$ cat src/rtl/mode_seq_pkg.sv
// Shared definitions for the mode sequencer: key FSM encoding, mode width, parameter defaults.
package mode_seq_pkg;

  localparam int unsigned MODE_W              = 2;
  localparam int unsigned DEBOUNCE_CYCLES_DEF = 500000;
  localparam int unsigned REPEAT_CYCLES_DEF   = 25000000;

  typedef enum logic [1:0] {
    RELEASED     = 2'd0,
    PRESS_PEND   = 2'd1,
    PRESSED      = 2'd2,
    RELEASE_PEND = 2'd3
  } key_state_t;

endpackage

$ cat src/rtl/mode_sequencer_key_debounce.sv
// Per-key synchronizer + debounce FSM raising a registered one-cycle press event.
// Optional auto-repeat while held is compiled in with MODE_SEQ_AUTOREPEAT_EN.
module key_debounce
  import mode_seq_pkg::*;
#(
  parameter int unsigned DEBOUNCE_CYCLES = DEBOUNCE_CYCLES_DEF
`ifdef MODE_SEQ_AUTOREPEAT_EN
  , parameter int unsigned REPEAT_CYCLES = REPEAT_CYCLES_DEF
`endif
) (
  input  logic clk,
  input  logic rst,
  input  logic key_n,
`ifdef MODE_SEQ_AUTOREPEAT_EN
  input  logic other_held,
  output logic held,
`endif
  output logic stable,
  output logic press
);

  localparam int unsigned CW = $clog2(DEBOUNCE_CYCLES + 1);
  localparam logic [CW-1:0] CNT_MAX = CW'(DEBOUNCE_CYCLES);

  logic          sync1, sync2, sample;
  key_state_t    state, state_nx;
  logic [CW-1:0] cnt, cnt_nx, cnt_inc;
  logic          press_nx, press_evt;

  always_ff @(posedge clk) begin
    if (rst) begin
      sync1 <= 1'b1;
      sync2 <= 1'b1;
    end else begin
      sync1 <= key_n;
      sync2 <= sync1;
    end
  end

  assign sample  = ~sync2;
  assign cnt_inc = (cnt == CNT_MAX) ? cnt : cnt + CW'(1);

  always_comb begin
    state_nx = state;
    cnt_nx   = cnt;
    press_nx = 1'b0;
    unique case (state)
      RELEASED: begin
        cnt_nx = '0;
        if (sample) begin
          state_nx = PRESS_PEND;
          cnt_nx   = CW'(1);
        end
      end
      PRESS_PEND: begin
        if (!sample) begin
          state_nx = RELEASED;
          cnt_nx   = '0;
        end else if (cnt_inc >= CNT_MAX) begin
          state_nx = PRESSED;
          cnt_nx   = '0;
          press_nx = 1'b1;
        end else begin
          cnt_nx = cnt_inc;
        end
      end
      PRESSED: begin
        cnt_nx = '0;
        if (!sample) begin
          state_nx = RELEASE_PEND;
          cnt_nx   = CW'(1);
        end
      end
      RELEASE_PEND: begin
        if (sample) begin
          state_nx = PRESSED;
          cnt_nx   = '0;
        end else if (cnt_inc >= CNT_MAX) begin
          state_nx = RELEASED;
          cnt_nx   = '0;
        end else begin
          cnt_nx = cnt_inc;
        end
      end
    endcase
  end

`ifdef MODE_SEQ_AUTOREPEAT_EN
  localparam int unsigned RW = $clog2(REPEAT_CYCLES + 1);
  localparam logic [RW-1:0] REP_MAX = RW'(REPEAT_CYCLES);

  logic [RW-1:0] rep, rep_nx;
  logic          rep_fire;

  // Counts only while staying in PRESSED; any exit, re-entry or dual hold restarts it.
  always_comb begin
    rep_nx   = '0;
    rep_fire = 1'b0;
    if (state == PRESSED && state_nx == PRESSED && !other_held) begin
      if (rep == REP_MAX - RW'(1)) rep_fire = 1'b1;
      else                         rep_nx   = rep + RW'(1);
    end
  end

  always_ff @(posedge clk) begin
    if (rst) rep <= '0;
    else     rep <= rep_nx;
  end

  assign held      = (state == PRESSED);
  assign press_evt = press_nx | rep_fire;
`else
  assign press_evt = press_nx;
`endif

  always_ff @(posedge clk) begin
    if (rst) begin
      state <= RELEASED;
      cnt   <= '0;
      press <= 1'b0;
    end else begin
      state <= state_nx;
      cnt   <= cnt_nx;
      press <= press_evt;
    end
  end

  assign stable = (state == PRESSED) || (state == RELEASE_PEND);

endmodule

$ cat src/rtl/mode_sequencer.sv
// Two-key mode selector: KEY[0] steps MODE up, KEY[1] down, both together clear it.
// Auto-repeat of held keys is enabled by defining MODE_SEQ_AUTOREPEAT_EN.
module mode_sequencer
  import mode_seq_pkg::*;
#(
  parameter int unsigned DEBOUNCE_CYCLES = DEBOUNCE_CYCLES_DEF,
  parameter int unsigned REPEAT_CYCLES   = REPEAT_CYCLES_DEF
) (
  input  logic              MAX10_CLK1_50,
  input  logic              RST,
  input  logic [1:0]        KEY,
  output logic [MODE_W-1:0] MODE,
  output logic              MODE_CHG,
  output logic [1:0]        KEY_STABLE
);

  // RELEASED loads the counter with 1, so acceptance needs at least two samples.
  if (DEBOUNCE_CYCLES < 2 || REPEAT_CYCLES < 1) begin : g_bad_cfg
    $error("mode_sequencer: DEBOUNCE_CYCLES must be >= 2 and REPEAT_CYCLES >= 1");
  end

  logic [1:0] press;
`ifdef MODE_SEQ_AUTOREPEAT_EN
  logic [1:0] held;
`endif

  key_debounce #(
    .DEBOUNCE_CYCLES(DEBOUNCE_CYCLES)
`ifdef MODE_SEQ_AUTOREPEAT_EN
    , .REPEAT_CYCLES(REPEAT_CYCLES)
`endif
  ) u_key0 (
    .clk        (MAX10_CLK1_50),
    .rst        (RST),
    .key_n      (KEY[0]),
`ifdef MODE_SEQ_AUTOREPEAT_EN
    .other_held (held[1]),
    .held       (held[0]),
`endif
    .stable     (KEY_STABLE[0]),
    .press      (press[0])
  );

  key_debounce #(
    .DEBOUNCE_CYCLES(DEBOUNCE_CYCLES)
`ifdef MODE_SEQ_AUTOREPEAT_EN
    , .REPEAT_CYCLES(REPEAT_CYCLES)
`endif
  ) u_key1 (
    .clk        (MAX10_CLK1_50),
    .rst        (RST),
    .key_n      (KEY[1]),
`ifdef MODE_SEQ_AUTOREPEAT_EN
    .other_held (held[0]),
    .held       (held[1]),
`endif
    .stable     (KEY_STABLE[1]),
    .press      (press[1])
  );

  always_ff @(posedge MAX10_CLK1_50) begin
    if (RST) begin
      MODE     <= '0;
      MODE_CHG <= 1'b0;
    end else begin
      MODE_CHG <= 1'b0;
      unique case (press)
        2'b01: begin
          MODE     <= MODE + MODE_W'(1);
          MODE_CHG <= 1'b1;
        end
        2'b10: begin
          MODE     <= MODE - MODE_W'(1);
          MODE_CHG <= 1'b1;
        end
        2'b11: begin
          MODE     <= '0;
          MODE_CHG <= (MODE != '0);
        end
        default: ;
      endcase
    end
  end

endmodule
$ cat config.mk
export PLATFORM = sky130hd
export DESIGN_NAME = mode_sequencer
export DESIGN_NICKNAME = d
export VERILOG_FILES = /design/src/rtl/mode_seq_pkg.sv /design/src/rtl/mode_sequencer_key_debounce.sv /design/src/rtl/mode_sequencer.sv
export SDC_FILE = /design/constraint.sdc
export NUM_CORES = 1
export LEC_CHECK = 0
export BUFFER_PORTS_ARGS = -buffer_cell sky130_fd_sc_hd__buf_4
export CORE_ASPECT_RATIO = 0.7
export CORE_MARGIN = 3
export CORE_UTILIZATION = 55
export DETAILED_ROUTE_END_ITERATION = 10
export PLACE_DENSITY_LB_ADDON = 0.3
export SLEW_MARGIN = 20
export SYNTH_ARGS = -nofsm -noshare
export SYNTH_HDL_FRONTEND = slang
export SYNTH_SLANG_ARGS = --single-unit
export TNS_END_PERCENT = 50
$ cat constraint.sdc
create_clock -name MAX10_CLK1_50 -period 5.7 [get_ports MAX10_CLK1_50]
set_input_delay 0.285 -clock MAX10_CLK1_50 [delete_from_list [all_inputs] [get_ports MAX10_CLK1_50]]
set_output_delay 0.285 -clock MAX10_CLK1_50 [all_outputs]
set_load 0.01 [all_outputs]
# Yosys cells after proc, flatten, opt, wreduce, memory -nomap -nowiden
# Index checks and enable logic that the tools add are counted.
# word_totals
mem_count	0
register_bits	51
latchBits	0
elab_cells	82
ramBits	0
romBits	0
# classes
add_sub_neg	4
reduce_logical	11
n_eq_ne	19
n_lt_le_gt_ge	2
shifts	0
div	0
n_mul	0
n_mux	32
n_bitwise	2
# op_table
cell	count
19-bit two-way mux	8
19-bit case mux with 4 select lines	2
19-bit by 1-bit adder with 19-bit output, second input constant	2
19-bit == test, second input constant	2
19-bit >= comparator, second input constant	2
2-bit two-way mux	12
2-bit case mux with 4 select lines	2
2-bit == test, second input constant	6
4-bit AND reduction	2
2-bit by 1-bit == test with 1-bit output, second input constant	3
1-bit two-way mux	6
3-bit by 1-bit inequality test with 1-bit output, second input constant	2
3-bit inequality test, second input constant	2
2-bit case mux with 3 select lines	1
3-bit OR reduction	2
2-bit zero test	2
2-bit by 1-bit inequality test with 1-bit output, second input constant	2
2-bit inequality test, second input constant	2
3-bit nonzero test	1
2-bit by 1-bit adder with 2-bit output, second input constant	1
1-bit logical OR	2
1-bit NOT	2
1-bit case mux with 2 select lines	1
2-bit nonzero test	1
2 further kinds	2

# Longest topological paths before layout
# Gate-level depths: netlist of the first run.
# depth
depth_word	6
depth_mapped	9
depth_no_buf	8

# Hierarchy
# From an unflattened synthesis of the first run, not the netlist that was laid out.
# hier_totals
cells_unflattened	296
hier_area_um2	2701.3
# modules_own_cells
mod	area_each_um2	seq_area_each_um2	instances	cells_per_inst
key_debounce	1260.0	480.5	2	138
mode_sequencer	181.4	60.1	1	20

# Least setup slack after synthesis of the first run
# OpenSTA, ideal clock, no wires.
# synth_timing
kind	reg-to-reg
startpoint	register u_key1.cnt[0]
endpoint	register u_key1.state[0]
stages_incl_launch_ff	10
period_less_slack_ns	2.280
arrival_ns	2.158
slack_ns	3.420
n_path_buf	1
cell_sequence	dfxtp_1 -> ha_1 -> nand4_1 -> or4_1 -> nor4_1 -> a31oi_1 -> o21ai_0 -> and4_4 -> buf_6 -> a21oi_1
# synth_via
elab_chain_cells	5
word_cells_on_any_way	7
cone_classes	add/sub: 1; order compare: 1; eq/ne: 3; mux: 1; reduce/logical: 1
# synth_rtl
element	line	text
start, declared	mode_sequencer_key_debounce.sv:27	logic [CW-1:0] cnt, cnt_nx, cnt_inc;
start signal, assigned	mode_sequencer_key_debounce.sv:123	cnt <= cnt_nx;
19-bit by 1-bit adder with 19-bit output or 19-bit == test (tied branches)	mode_sequencer_key_debounce.sv:41	assign cnt_inc = (cnt == CNT_MAX) ? cnt : cnt + CW'(1);
19-bit two-way mux *	mode_sequencer_key_debounce.sv:41	
19-bit >= comparator *	mode_sequencer_key_debounce.sv:59, mode_sequencer_key_debounce.sv:78	
3-bit inequality test (no source line) or 3-bit by 1-bit inequality test with 1-bit output (tied branches)	-	
4-bit AND reduction (no source line) *	-	
end signal, assigned	mode_sequencer_key_debounce.sv:122	state <= state_nx;
end, declared	mode_sequencer_key_debounce.sv:26	key_state_t state, state_nx;
# Every way passes the cells marked *; elsewhere a longest branch is shown, timed or not.
# A chain may end at the register's enable or synchronous reset.

# Worst setup path after layout of the first run
# layout_timing
startpoint	register u_key0.cnt[0]
endpoint	register u_key0.cnt[12]
# layout_via
elab_chain_cells	6
word_cells_on_any_way	8
cone_classes	add/sub: 1; order compare: 1; eq/ne: 1; mux: 5
# layout_rtl
element	line	text
start, declared	mode_sequencer_key_debounce.sv:27	
start signal, assigned	mode_sequencer_key_debounce.sv:123	
19-bit by 1-bit adder with 19-bit output or 19-bit == test (tied branches)	mode_sequencer_key_debounce.sv:41	
19-bit two-way mux *	mode_sequencer_key_debounce.sv:41	
19-bit >= comparator	mode_sequencer_key_debounce.sv:59, mode_sequencer_key_debounce.sv:78	
19-bit two-way mux *	mode_sequencer_key_debounce.sv:59, mode_sequencer_key_debounce.sv:78	
19-bit two-way mux, on equally long branches	mode_sequencer_key_debounce.sv:75, mode_sequencer_key_debounce.sv:56	
19-bit case mux with 4 select lines *	mode_sequencer_key_debounce.sv:47	unique case (state)
# Marked as above.

==> run summary, run 1 <==
Global routing finished with a remaining overflow of 0. The static leakage was 1.02 nW; the remaining antenna violation count was 0. In the finished design, the share of the clock period the worst path needs comes to 49.4%. The logs give 0 for the count of antenna diodes in the layout and 0.596 mW for the total design power. The area growth from synthesis to layout works out to 4.50%. The buffers inserted during post-CTS setup optimization was 0. Counting instances in the post-synthesis netlist gives the leading cell types as dfxtp_1 (51), nor2_1 (35), nor3_1 (26), nand3_1 (22), xnor2_1 (21).

Setup violations remaining at the end of the flow were counted as 0. Synthesis inferred 51 register bits. The clock transition at the register clock pins on the worst setup and hold paths after CTS was 100 ps. Setup repair after global routing left no endpoint under its margin. When the netlist entered floorplanning its net count stood at 362. The signal on the critical path passes through ha_1 > inv_1 > nor4_2 > nor3_1 > a31oi_1 > nor4b_2 > o211ai_2 > nor2_1. At the placement stage, the worst setup path has a slack of 2910 ps. Between clock sinks in the finished design, the worst skew comes to 4.72 ps. Average footprint of a synthesized cell: 8.42 sq um.

Root buffer cell: clkbuf_8. The mapped netlist covers 2950 sq um. The detailed-route via count was 2494; the violation count after the first detailed-routing iteration was 218. Sequential cells were found to cover 34.6% of the synthesized design area.

For the arrival time at the worst endpoint, the log shows 2990 ps. The clock network latency to the later pin of the worst-skew pair came out at 310 ps. Vias per cell: 6.04. CTS saw 51 sinks.

The count of flip-flops with a built-in enable after synthesis is 0. The first detailed-routing pass ran for 5 iterations. The count of buffers added on input and output ports is 8. Hold repair after CTS inserted 0 buffers. The worst setup path is captured at a flop. Yosys instantiated no cell more often than dfxtp_1. Element type at the critical path start: a flop. For the initial antenna violation count, the log shows 0. The headroom to the max-slew limit came out at 47.6%. The utilization of the core after routing is 62.0%. The HPWL after detailed placement is 4370 um. For the number of synthesis warnings, the log shows 0.

For this run, asynchronously set or reset flops after synthesis account for 0%. Once routing completed, OpenROAD measured the worst setup slack at 2880 ps. Summed over all instances, the cell type with the most area after synthesis is dfxtp_1. In this run the vertical extent of the chip is 67.2 um. By startpoint and endpoint, the worst setup path is classified as flop to flop. The core footprint was 4970 sq um. The top achievable clock speed is 355 MHz, and the fraction of final layout cells with drive strength greater than 1 is 10.2%.

The number of nets in the layout is 355. After detailed routing, the average wire length per cell comes to 14.9 um. Of all nets on the critical path, the largest fanout is 18. The total wire length was 6140 um. The tools report the number of failing hold endpoints at the final stage as 0.

At the end of routability-driven placement, the weighted congestion stood at 1.02. TritonCTS built the clock tree. The worst min-delay path class is input pin to flop. The clock tree synthesis step divided the H-tree into 2 levels. For this run, the total global-route usage over all layers was measured as 20.4%. After routing, the total negative slack on setup checks comes to 0 ps. The most used flip-flop cell after synthesis is dfxtp_1.

The top cell type by area accounts for 34.6% of the synthesized area. The number of primary I/O pins is 9, and the pin count of the biggest net entering global routing is 23. After clock tree synthesis, the repair step resized 0 gates. The run gives 56 as the count of unique library cells instantiated by Yosys.

The die boundary width is 93.5 um, and the post-synthesis cell count is 350. The largest voltage drop on the vdd net is 0.000112 V, and the max-capacitance violation count is 0. For the pin with the worst max-slew slack, the measured transition is 784 ps. For this configuration, the core starts out at a cell density of 59.3%.

Yosys attributes the largest share of cell area to dfxtp_1 (35%), xnor2_1 (6.2%), xor2_1 (5.1%). The run finished with clean final reports. Number of global-route vias before repair: 2164. For this design, the slowest cell found on the critical path is o211ai_2. After detailed routing, the number of remaining DRC violations is 0. The run gives 5870 ps as the critical path data required time.

The areal power density over the cells works out to 193 nW/um^2. The largest single stage delay on the critical path is 660 ps. The first global-routing pass estimated 10300 um of wire.

The clock period could shrink to 2820 ps. The run gives 6290 sq um as the area enclosed by the die boundary. The floorplan has 21 rows. The final number of max-transition violations came out at 0.

The clock passes through at most 2 buffers. For the number of buffers created by CTS, the log shows 5.
state kept, by name, indices dropped and copies added (netlist names), named ones only:
register / count
u_key1.state: 1
MODE_CHG: 1
u_key1.cnt: 19
u_key1.sync2: 1
u_key0.sync2: 1
u_key0.sync1: 1
u_key0.press: 1
u_key1.sync1: 1
u_key1.press: 1
u_key0.cnt: 19
MODE: 2
u_key0.state: 1
logic make-up (layout without fill, tap and decap cells):
group           after synthesis  count (layout)  share of synthesized area, %
compound gates               44              44                          10.5
fa+ha+maj                     8               8                          3.40
mux                           7               7                          2.59
buf+inv                      38              32                          5.86
xor+xnor                     38              38                          11.3
simple gates                164             164                          31.7
flops                        51              51                          34.6
where the power goes:
group          leakage [nW]  internal, mW  total [mW]  switching [mW]
clock network        0.0474        0.0994       0.227           0.127
logic                 0.558       0.00423     0.00833         0.00410
registers             0.412         0.358       0.360         0.00210
cell type report:
type	instances	area (sq um)
Clock buffer	6	82.6
Clock inverter	2	16.3
Fill cell	425	1890
Inverter	16	60.1
Multi-Input combinational cell	261	1750
Sequential cell	51	1020
Tap cell	69	86.3
Timing Repair Buffer	8	60.1
stage by stage:
| stage | hold WS (ps) | instances | area (sq um) |
|---|---|---|---|
| 2_1_floorplan | 389 | 350 | 2950 |
| 3_3_place_gp | 399 | 405 | 2980 |
| 3_5_place_dp | 404 | 405 | 2980 |
| 4_1_cts | 149 | 413 | 3080 |
| 5_1_grt | 145 | 413 | 3080 |
| 6_report | 153 | 413 | 3080 |
cells in the final DEF (no fill, tap or decap), types with 3 or more instances in the layout:
cell,n
mux2i_1,5
xor2_1,17
and3_1,10
nand2_1,19
a31oi_1,6
and4_1,4
inv_1,16
ha_1,8
nor3_1,26
clkbuf_8,6
and2_1,3
nand3_1,22
or4_1,4
dfxtp_1,51
nor4_1,6
nor2b_1,4
nor2_1,35
or2_2,5
xnor2_1,21
o21ai_0,6
nand4_1,9
buf_4,8
a21oi_1,10
worst max-delay path: cells and delay by family (launching register included):
| family | cells | cell delay [ps] |
|---|---|---|
| AOI/OAI and AO/OA | 2 | 860 |
| buffers and inverters | 1 | 150 |
| DFF | 1 | 430 |
| and+or+nand+nor | 4 | 950 |
| adders and majority gates | 1 | 290 |
metal layers:
layer | up-vias | routed length [um] | global-route usage (%)
met2 | 103 | 2400 | 29.7
met3 | 9 | 529 | 6.12
met5 | - | 0 | 0
met4 | 0 | 63 | 4.39
met1 | 1153 | 3140 | 29.6
li1 | 1229 | - | -
final timing paths:
kind                 startpoint             end  slack [ps]  depth (start not counted)
setup / recovery  u_key0.cnt[0]  u_key0.cnt[12]        2880                          8
hold / removal           KEY[1]    u_key1.sync1         150                          2
setup reg to reg  u_key0.cnt[0]  u_key0.cnt[12]        2880                          8
hold reg to reg    u_key0.sync1    u_key0.sync2         430                          1
Note: power is estimated with default switching activity, not from simulation.
==> run 2: changes to the inputs <==
--- a/config.mk
+++ b/config.mk
@@ -5,6 +5,7 @@
 export SDC_FILE = /design/constraint.sdc
 export NUM_CORES = 1
 export LEC_CHECK = 0
+export ABC_AREA = 1
 export BUFFER_PORTS_ARGS = -buffer_cell sky130_fd_sc_hd__buf_4
 export CORE_ASPECT_RATIO = 0.7
 export CORE_MARGIN = 3
==> constraint.sdc (replaced) <==
create_clock -name MAX10_CLK1_50 -period 2.7 [get_ports MAX10_CLK1_50]
set_input_delay 0.135 -clock MAX10_CLK1_50 [delete_from_list [all_inputs] [get_ports MAX10_CLK1_50]]
set_output_delay 0.135 -clock MAX10_CLK1_50 [all_outputs]
set_load 0.01 [all_outputs]
==> run 2 against run 1 <==
  * Register-to-register slack got worse by 2600 ps
  * Via count rose by 5.1%
  * Die area fell by 1.7%
  * Global-route usage rose by 1.7 points
  * Routed wire length rose by 0.98%
  * Largest power group unchanged
  * Clock-buffer cell count rose by 1
  * Clock skew rose by 1.7 ps
==> run summary, run 2 <==
The run gives 455 (was 355) as the number of nets in the layout. The number of register bits inferred by synthesis is 51 (unchanged). The pin count of the biggest net entering global routing came out at 19 (was 23).

The run gives 310 ps (about the same) as the clock network latency to the later pin of the worst-skew pair. The logs give 6.42 ps (was 4.72 ps) for the clock skew and 29 (was 56) for the count of unique library cells instantiated by Yosys. TritonCTS built the clock tree. Largest registers: u_key0.cnt x19, u_key1.cnt x19, MODE x2 (unchanged). Commonest cells post-synth: nand2_1 (106), nor2_1 (82), inv_1 (57), dfxtp_1 (51), nand3_1 (32) (was dfxtp_1 (51), nor2_1 (35), nor3_1 (26), nand3_1 (22), xnor2_1 (21)). The count of input and output buffers is 8 (unchanged), and the aggregate global routing overflow is 0 (unchanged). The area growth from synthesis to layout was 6.05% (was 4.50%); the final routed wire length divided by cell count was 12.1 um (was 14.9 um). The post-synthesis cell count came out at 435 (was 350). The top-area cell type share of the netlist area came out at 35.3% (was 34.6%).

The run gives 6180 sq um (was 6290 sq um) as the area enclosed by the die boundary. The initial antenna violation count is 0 (unchanged), and the areal power density over the cells is 394 nW/um^2 (was 193 nW/um^2). The max-capacitance violation count is 0 (unchanged), and the post-cts resize count is 0 (unchanged). For the final sum of negative setup slack, the log shows 0 ps (unchanged).

The tools report the source of the worst register-to-register timing path as u_key1.cnt[1] (was u_key0.cnt[0]). The remaining antenna violation count was 0 (unchanged). Total design power: 1.21 mW (was 0.596 mW). The worst setup path startpoint is u_key1.cnt[1] (was u_key0.cnt[0]). The run gives 62.1% (was 62.0%) as the utilization of the core after routing. The tools report the critical path capture point type as a flop (unchanged).

The count of flip-flops with a built-in enable after synthesis came out at 0 (unchanged). The root buffer cell was clkbuf_8 (unchanged). The logs give 0 (unchanged) for the number of synthesis warnings and 10700 um (was 10300 um) for the global-route wire length before repair. The post-route clock period utilization was 88.7% (was 49.4%). For the number of placed instances with taps included, the log shows 505 (was 405).

The die boundary width is 92.7 um (was 93.5 um). The tools report the buffers inserted during post-CTS setup optimization as 0 (unchanged). The post-synthesis sequential area ratio was 35.3% (was 34.6%). The setup-violating endpoint count in the final report came out at 0 (unchanged). The fraction of final layout cells with drive strength greater than 1 came out at 9.91% (was 10.2%).

Top library cells by usage in the layout, fill and taps aside: nand2_1 (106), nor2_1 (82), inv_1 (57), dfxtp_1 (51), nand3_1 (32) (was dfxtp_1 (51), nor2_1 (35), nor3_1 (26), nand3_1 (22), xnor2_1 (21)). The logs give 418 MHz (was 355 MHz) for the top achievable clock speed and 2890 sq um (was 2950 sq um) for the netlist area before placement. The net count after synthesis is 447 (was 362). The vias per cell is 5.11 (was 6.04). The worst min-delay path class was input pin to flop (unchanged). The flow ran to the end, and the final reports show no timing, DRC or antenna violations.

The kind of critical path was flop to flop (unchanged). The tools report the detailed-route via count as 2622 (was 2494). The run gives 51 (unchanged) as the number of clock sinks seen by CTS. Element type at the critical path start: a flop (unchanged). Number of global-route vias before repair: 2216 (was 2164). The arrival time at the worst endpoint was 2620 ps (was 2990 ps). The slew at the pin closest to its max-slew limit is 314 ps (was 784 ps), and the headroom to the max-slew limit is 78.9% (was 47.6%). Top area cells in the synthesized netlist: dfxtp_1 (35%), nand2_1 (14%), nor2_1 (11%) (was dfxtp_1 (35%), xnor2_1 (6.2%), xor2_1 (5.1%)). The tools report the violation count after the first detailed-routing iteration as 265 (was 218). The average footprint of a synthesized cell is 6.65 sq um (was 8.42 sq um), and the final non-filler cell total is 513 (was 413). The most common cell after layout, fill and taps aside was nand2_1 (was dfxtp_1). The H-tree depth is 2 (unchanged), and the starting density of the core is 58.6% (was 59.3%).

The worst-path maximum fanout was 18 (unchanged). The core footprint is 4940 sq um (was 4970 sq um), and the cts-stage hold buffer count is 0 (unchanged). The number of failing hold endpoints at the final stage was 0 (unchanged). The tools report the final number of max-transition violations as 0 (unchanged). The number of buffers created by CTS was 5 (unchanged); the async set-reset flop share out of synthesis was 0% (unchanged). The critical path data required time came out at 2930 ps (was 5870 ps).

The startpoint of the lowest-slack hold path is KEY[1] (unchanged). The clock period minus worst slack came out at 2390 ps (was 2820 ps). The clock transition at the register clock pins on the worst setup and hold paths after CTS came out at 90 ps (was 100 ps).

The HPWL reported at the end of detailed placement was 4860 um (was 4370 um). The floorplan die height is 66.7 um (was 67.2 um). The placement row count is 21 (unchanged), and the maximum buffer depth of the clock tree is 2 (unchanged).

The global router's overall resource usage came out at 22.1% (was 20.4%). The run gives 5 (unchanged) as the first-pass detailed-route iteration total. Setup repair after global routing left no endpoint under its margin. Most used flip-flop cell after synthesis: dfxtp_1 (unchanged). The logs give 1.13 nW (was 1.02 nW) for the static leakage and 6200 um (was 6140 um) for the total wire length. The library cell occupying the most area in the post-synthesis netlist was dfxtp_1 (unchanged). The run gives 0 (unchanged) as the DRC violation count after routing. For the count of antenna diodes in the layout, the log shows 0 (unchanged).

The number of primary I/O pins was 9 (unchanged). Dominant cell by count in the synthesized netlist: nand2_1 (was dfxtp_1). The final weighted congestion of routability-driven global placement was 0.947 (was 1.02). The largest voltage drop on the vdd net came out at 0.000319 V (was 0.000112 V).
[run 2: cell count changes after synthesis, moves of 6 or more]
cell | before | now
a31oi_1 | 6 | 0
and3_1 | 10 | 0
clkbuf_1 | 12 | 3
inv_1 | 16 | 57
nand2_1 | 19 | 106
nand3_1 | 22 | 32
nor2_1 | 35 | 82
nor2_2 | 0 | 14
nor3_1 | 26 | 8
xnor2_1 | 21 | 6
[run 2: logic make-up (layout without fill, tap and decap cells)]
family                   after synthesis  count (layout)  synth area share, %
multiplexers                           2               2                0.692
AO/OA/AOI/OAI                         19              19                 3.37
AND/OR/NAND/NOR                      266             266                 40.7
buffers and inverters                 66              75                 9.51
adder cells (fa/ha/maj)                8               8                 3.46
XOR/XNOR                              23              23                 6.96
flip-flops                            51              51                 35.3
[run 2: final timing paths]
path / end / slack (ps) / cells past startpoint
hold reg to reg: u_key1.sync2 / 420 / 1
setup / recovery: u_key1.cnt[16] / 310 / 11
setup reg to reg: u_key1.cnt[16] / 310 / 11
hold / removal: u_key1.sync1 / 6 / 2
[run 2: layer usage]
| metal | up-vias | share of wire, % | track usage [%] |
|---|---|---|---|
| met5 | - | 0 | 0 |
| met2 | 120 | 34 | 27.8 |
| met1 | 1130 | 54 | 35.6 |
| met3 | 11 | 10 | 5.76 |
| li1 | 1361 | - | - |
| met4 | 0 | 0.98 | 5.30 |
[run 2: through the flow]
step                      hold slack, ps  setup WS [ps]  area, sq um
final                               5.82            306         3070
after global routing                13.3           62.9         3070
after CTS                           5.44            332         3070
after detailed placement             324            358         2990
after global placement               320            385         2990
after floorplan                      239            759         2890
[run 2: worst max-delay path, cell delays in order (launching register included)]
cell and delay, ps:
dfxtp_1 410, ha_1 290, inv_1 90, nor2_2 210, nand2_1 160, nor2_1 140, xor2_1 90, nor2_1 90
nand2_1 100, nand3_1 210, nand4_4 290, nor3_1 220
[run 2: cell type report]
cell class / count / area (sq um)
sequential: 51 / 1020
tap: 69 / 86.3
clock inverter: 1 / 5.00
clock buffer: 7 / 76.3
timing repair buffer: 8 / 60.1
fill: 482 / 1870
multi-input combinational: 318 / 1600
inverter: 59 / 223
[run 2: where the power goes]
group,internal [mW],switching (mW)
Sequential,0.756,0.00368
Clock,0.183,0.244
Combinational,0.00951,0.0130
Total,0.948,0.261
==> run 3: changes to the inputs <==
--- a/config.mk
+++ b/config.mk
@@ -7,13 +7,16 @@
 export LEC_CHECK = 0
 export ABC_AREA = 1
 export BUFFER_PORTS_ARGS = -buffer_cell sky130_fd_sc_hd__buf_4
+export CELL_PAD_IN_SITES_DETAIL_PLACEMENT = 1
+export CELL_PAD_IN_SITES_GLOBAL_PLACEMENT = 2
 export CORE_ASPECT_RATIO = 0.7
 export CORE_MARGIN = 3
-export CORE_UTILIZATION = 55
+export CORE_UTILIZATION = 35
 export DETAILED_ROUTE_END_ITERATION = 10
 export PLACE_DENSITY_LB_ADDON = 0.3
 export SLEW_MARGIN = 20
 export SYNTH_ARGS = -nofsm -noshare
 export SYNTH_HDL_FRONTEND = slang
+export SYNTH_HIERARCHICAL = 1
 export SYNTH_SLANG_ARGS = --single-unit
 export TNS_END_PERCENT = 50
==> run 3 against run 2 <==
  * Total power is 27% higher
  * Register-to-register slack better by 130 ps
  * Global-route usage decreased by 3.7 points
  * Sequential share of layout area is 3.5 points lower
  * Hold slack improved by 17 ps
  * Largest cell class unchanged
  * Highest routed layer unchanged
==> run summary, run 3 <==
TritonCTS built the clock tree. The tools report the H-tree depth as 2 (unchanged). The dominant cell by count in the synthesized netlist is nand2_1 (unchanged). Async set-reset flop share out of synthesis: 0% (unchanged). Number of buffers created by CTS: 5 (unchanged). The count of unique library cells instantiated by Yosys is 26 (was 29), and the vias per cell is 4.88 (was 5.11).

The floorplan die height came out at 84.4 um (was 66.7 um). The logs give 0 (unchanged) for the number of failing hold endpoints at the final stage and 8210 sq um (was 4940 sq um) for the core footprint. The clock skew is 9.65 ps (was 6.42 ps), and the number of synthesis warnings is 6 (was 0). DRC violation count after routing: 0 (unchanged). The tools report the element type at the critical path start as a flop (unchanged). The total wire length is 8900 um (was 6200 um), and the area growth from synthesis to layout is 11.5% (was 6.05%).

The logs give 37.5% (was 58.6%) for the starting density of the core and 475 (was 435) for the post-synthesis cell count. The logs give 4 (was 5) for the first-pass detailed-route iteration total and 0.858 (was 0.947) for the final weighted congestion of routability-driven global placement. The cell with the largest stage delay on the worst path is dfxtp_1 (unchanged). The top achievable clock speed came out at 442 MHz (was 418 MHz). Top area cells in the synthesized netlist: dfxtp_1 (33%), nand2_1 (16%), nor2_1 (9.4%) (was dfxtp_1 (35%), nand2_1 (14%), nor2_1 (11%)).

The clock period minus worst slack works out to 2260 ps (was 2390 ps). The number of global-route vias before repair was 2889 (was 2216); the delay of the slowest cell on the worst path was 400 ps (was 410 ps). For the initial antenna violation count, the log shows 0 (unchanged). The run gives 0 (unchanged) as the max-capacitance violation count. Commonest cells post-synth: nand2_1 (129), nor2_1 (77), inv_1 (64), dfxtp_1 (51), nand3_1 (37) (was nand2_1 (106), nor2_1 (82), inv_1 (57), dfxtp_1 (51), nand3_1 (32)). The kind of critical path was flop to flop (unchanged). Worst min-delay path class: input pin to flop (unchanged).

The run gives 9970 sq um (was 6180 sq um) as the area enclosed by the die boundary. The logs give 0 (unchanged) for the final number of max-transition violations and 7280 um (was 4860 um) for the HPWL reported at the end of detailed placement. The post-route clock period utilization is 83.8% (was 88.7%), and the largest voltage drop on the vdd net is 0.000290 V (was 0.000319 V). The tools report the arrival time at the worst endpoint as 2430 ps (was 2620 ps).

Largest registers: u_key0/cnt x19, u_key1/cnt x19, MODE x2 (was u_key0.cnt x19, u_key1.cnt x19, MODE x2). The global-route wire length before repair is 14800 um (was 10700 um), and the pin count of the biggest net entering global routing is 19 (unchanged). For the buffers inserted during post-CTS setup optimization, the log shows 0 (unchanged). The number of clock sinks seen by CTS was 51 (unchanged); the static leakage was 1.24 nW (was 1.13 nW). The run gives 0 (unchanged) as the cts-stage hold buffer count. Top library cells by usage in the layout, fill and taps aside: nand2_1 (129), nor2_1 (77), inv_1 (64), dfxtp_1 (51), nand3_1 (37) (was nand2_1 (106), nor2_1 (82), inv_1 (57), dfxtp_1 (51), nand3_1 (32)). The clock transition at the register clock pins on the worst setup and hold paths after CTS works out to 70 ps (was 90 ps).

Setup repair after global routing left no endpoint under its margin. The logs give 70.7% (was 78.9%) for the headroom to the max-slew limit and 27 (was 21) for the placement row count. Violation count after the first detailed-routing iteration: 147 (was 265). The count of antenna diodes in the layout was 0 (unchanged). Average footprint of a synthesized cell: 6.48 sq um (was 6.65 sq um). The total design power came out at 1.54 mW (was 1.21 mW). The fraction of final layout cells with drive strength greater than 1 works out to 11.9% (was 9.91%).

Count of flip-flops with a built-in enable after synthesis: 0 (unchanged). Ordered cell list for the critical path: ha_1 > inv_1 > nor2_4 > nand2_1 > nor2_1 > nand4_1 > nand2_1 > nand2_1 > nor2_1 > nand3_2 > nand3_4 > nor2_1 (was ha_1 > inv_1 > nor2_2 > nand2_1 > nor2_1 > xor2_1 > nor2_1 > nand2_1 > nand3_1 > nand4_4 > nor3_1). The logs give 595 (was 505) for the number of placed instances with taps included and 2942 (was 2622) for the detailed-route via count.

The post-place instance area is 3250 sq um (was 2990 sq um). The tools report the utilization of the core after routing as 41.8% (was 62.1%). Critical path capture point type: a flop (unchanged). The most used flip-flop cell after synthesis is dfxtp_1 (unchanged). Final routed wire length divided by cell count: 14.8 um (was 12.1 um). The setup-violating endpoint count in the final report was 0 (unchanged). The number of primary I/O pins came out at 9 (unchanged). The tools report the aggregate global routing overflow as 0 (unchanged). The worst-path maximum fanout is 18 (unchanged), and the net count after synthesis is 487 (was 447). The logs give 33.2% (was 35.3%) for the post-synthesis sequential area ratio and 2 (unchanged) for the maximum buffer depth of the clock tree.

The number of register bits inferred by synthesis is 51 (unchanged), and the minimum setup slack in the final design is 438 ps (was 306 ps). The die boundary width was 118 um (was 92.7 um). The root buffer cell was clkbuf_16 (was clkbuf_8). The slew at the pin closest to its max-slew limit is 438 ps (was 314 ps), and the remaining antenna violation count is 0 (unchanged). The areal power density over the cells is 449 nW/um^2 (was 394 nW/um^2). Count of input and output buffers: 8 (unchanged). The logs give 18.4% (was 22.1%) for the global router's overall resource usage and 290 ps (was 310 ps) for the clock network latency to the later pin of the worst-skew pair. For the netlist area before placement, the log shows 3080 sq um (was 2890 sq um). The logs give 0 (unchanged) for the post-cts resize count and 498 (was 455) for the number of nets in the layout.

The final sum of negative setup slack was 0 ps (unchanged); the post-placement worst setup slack was 461 ps (was 358 ps). For the critical path data required time, the log shows 2870 ps (was 2930 ps). The flow ran to the end, and the final reports show no timing, DRC or antenna violations.

The most common cell after layout, fill and taps aside was nand2_1 (unchanged). The final design area excluding fillers was 3430 sq um (was 3070 sq um); the worst hold slack after final layout was 22.6 ps (was 5.82 ps). The library cell occupying the most area in the post-synthesis netlist is dfxtp_1 (unchanged). The top-area cell type share of the netlist area is 33.2% (was 35.3%).

The final non-filler cell total came out at 603 (was 513). The run gives 1108 (was 482) as the number of filler instances in the final layout.
-- run 3: changes by cell type after synthesis, sizes merged, moves of 2 or more --
| cell | before | now |
|---|---|---|
| buf | 4 | 2 |
| inv | 58 | 65 |
| nand2 | 111 | 136 |
| nand3 | 34 | 42 |
| nand4 | 10 | 20 |
| nor2 | 97 | 101 |
| nor3 | 8 | 6 |
| o21bai | 0 | 4 |
| xnor2 | 6 | 2 |
| xor2 | 17 | 10 |
-- run 3: layer usage --
layer	up-vias	GRT usage, %	wire length (um)
li1	1507	-	-
met1	1381	29.6	4970
met2	49	24.9	3300
met3	5	3.37	577
met4	0	3.62	55
met5	-	0	0
-- run 3: logic make-up (layout without fill, tap and decap cells) --
family	count (synthesis)	count (layout)	synth area share, %
AND/OR/NAND/NOR	309	309	46.1
buffers and inverters	69	81	8.91
flip-flops	51	51	33.2
AO/OA/AOI/OAI	24	24	4.51
XOR/XNOR	12	12	3.42
adder cells (fa/ha/maj)	8	8	3.25
multiplexers	2	2	0.651
-- run 3: power breakdown --
part | switching, mW | total, mW | internal [mW]
sequential | 0.00369 | 0.760 | 0.756
clock | 0.294 | 0.761 | 0.467
combinational | 0.0110 | 0.0193 | 0.00830
total | 0.309 | 1.54 | 1.23
-- run 3: layout make-up --
| type | count | area (sq um) | area share (%) |
|---|---|---|---|
| timing repair buffer | 8 | 60.1 | 1.75 |
| tap | 116 | 145 | 4.23 |
| clock inverter | 2 | 38.8 | 1.13 |
| inverter | 65 | 244 | 7.11 |
| multi-input combinational | 355 | 1780 | 52.0 |
| clock buffer | 6 | 139 | 4.05 |
| sequential | 51 | 1020 | 29.8 |
-- run 3: final timing paths --
check           startpoint       endpoint  slack (ps)  depth (start not counted)
min reg2reg   u_key0/sync1   u_key0/sync2         420                          1
min                 KEY[0]   u_key0/sync1          20                          2
max          u_key1/cnt[1]  u_key1/cnt[4]         440                         12
max reg2reg  u_key1/cnt[1]  u_key1/cnt[4]         440                         12
-- run 3: critical path, delay by kind of cell (launching register included) --
family                     cells  cell delay [ps]
and+or+nand+nor               10             1390
adders and majority gates      1              240
DFF                            1              400
buffers and inverters          1              100
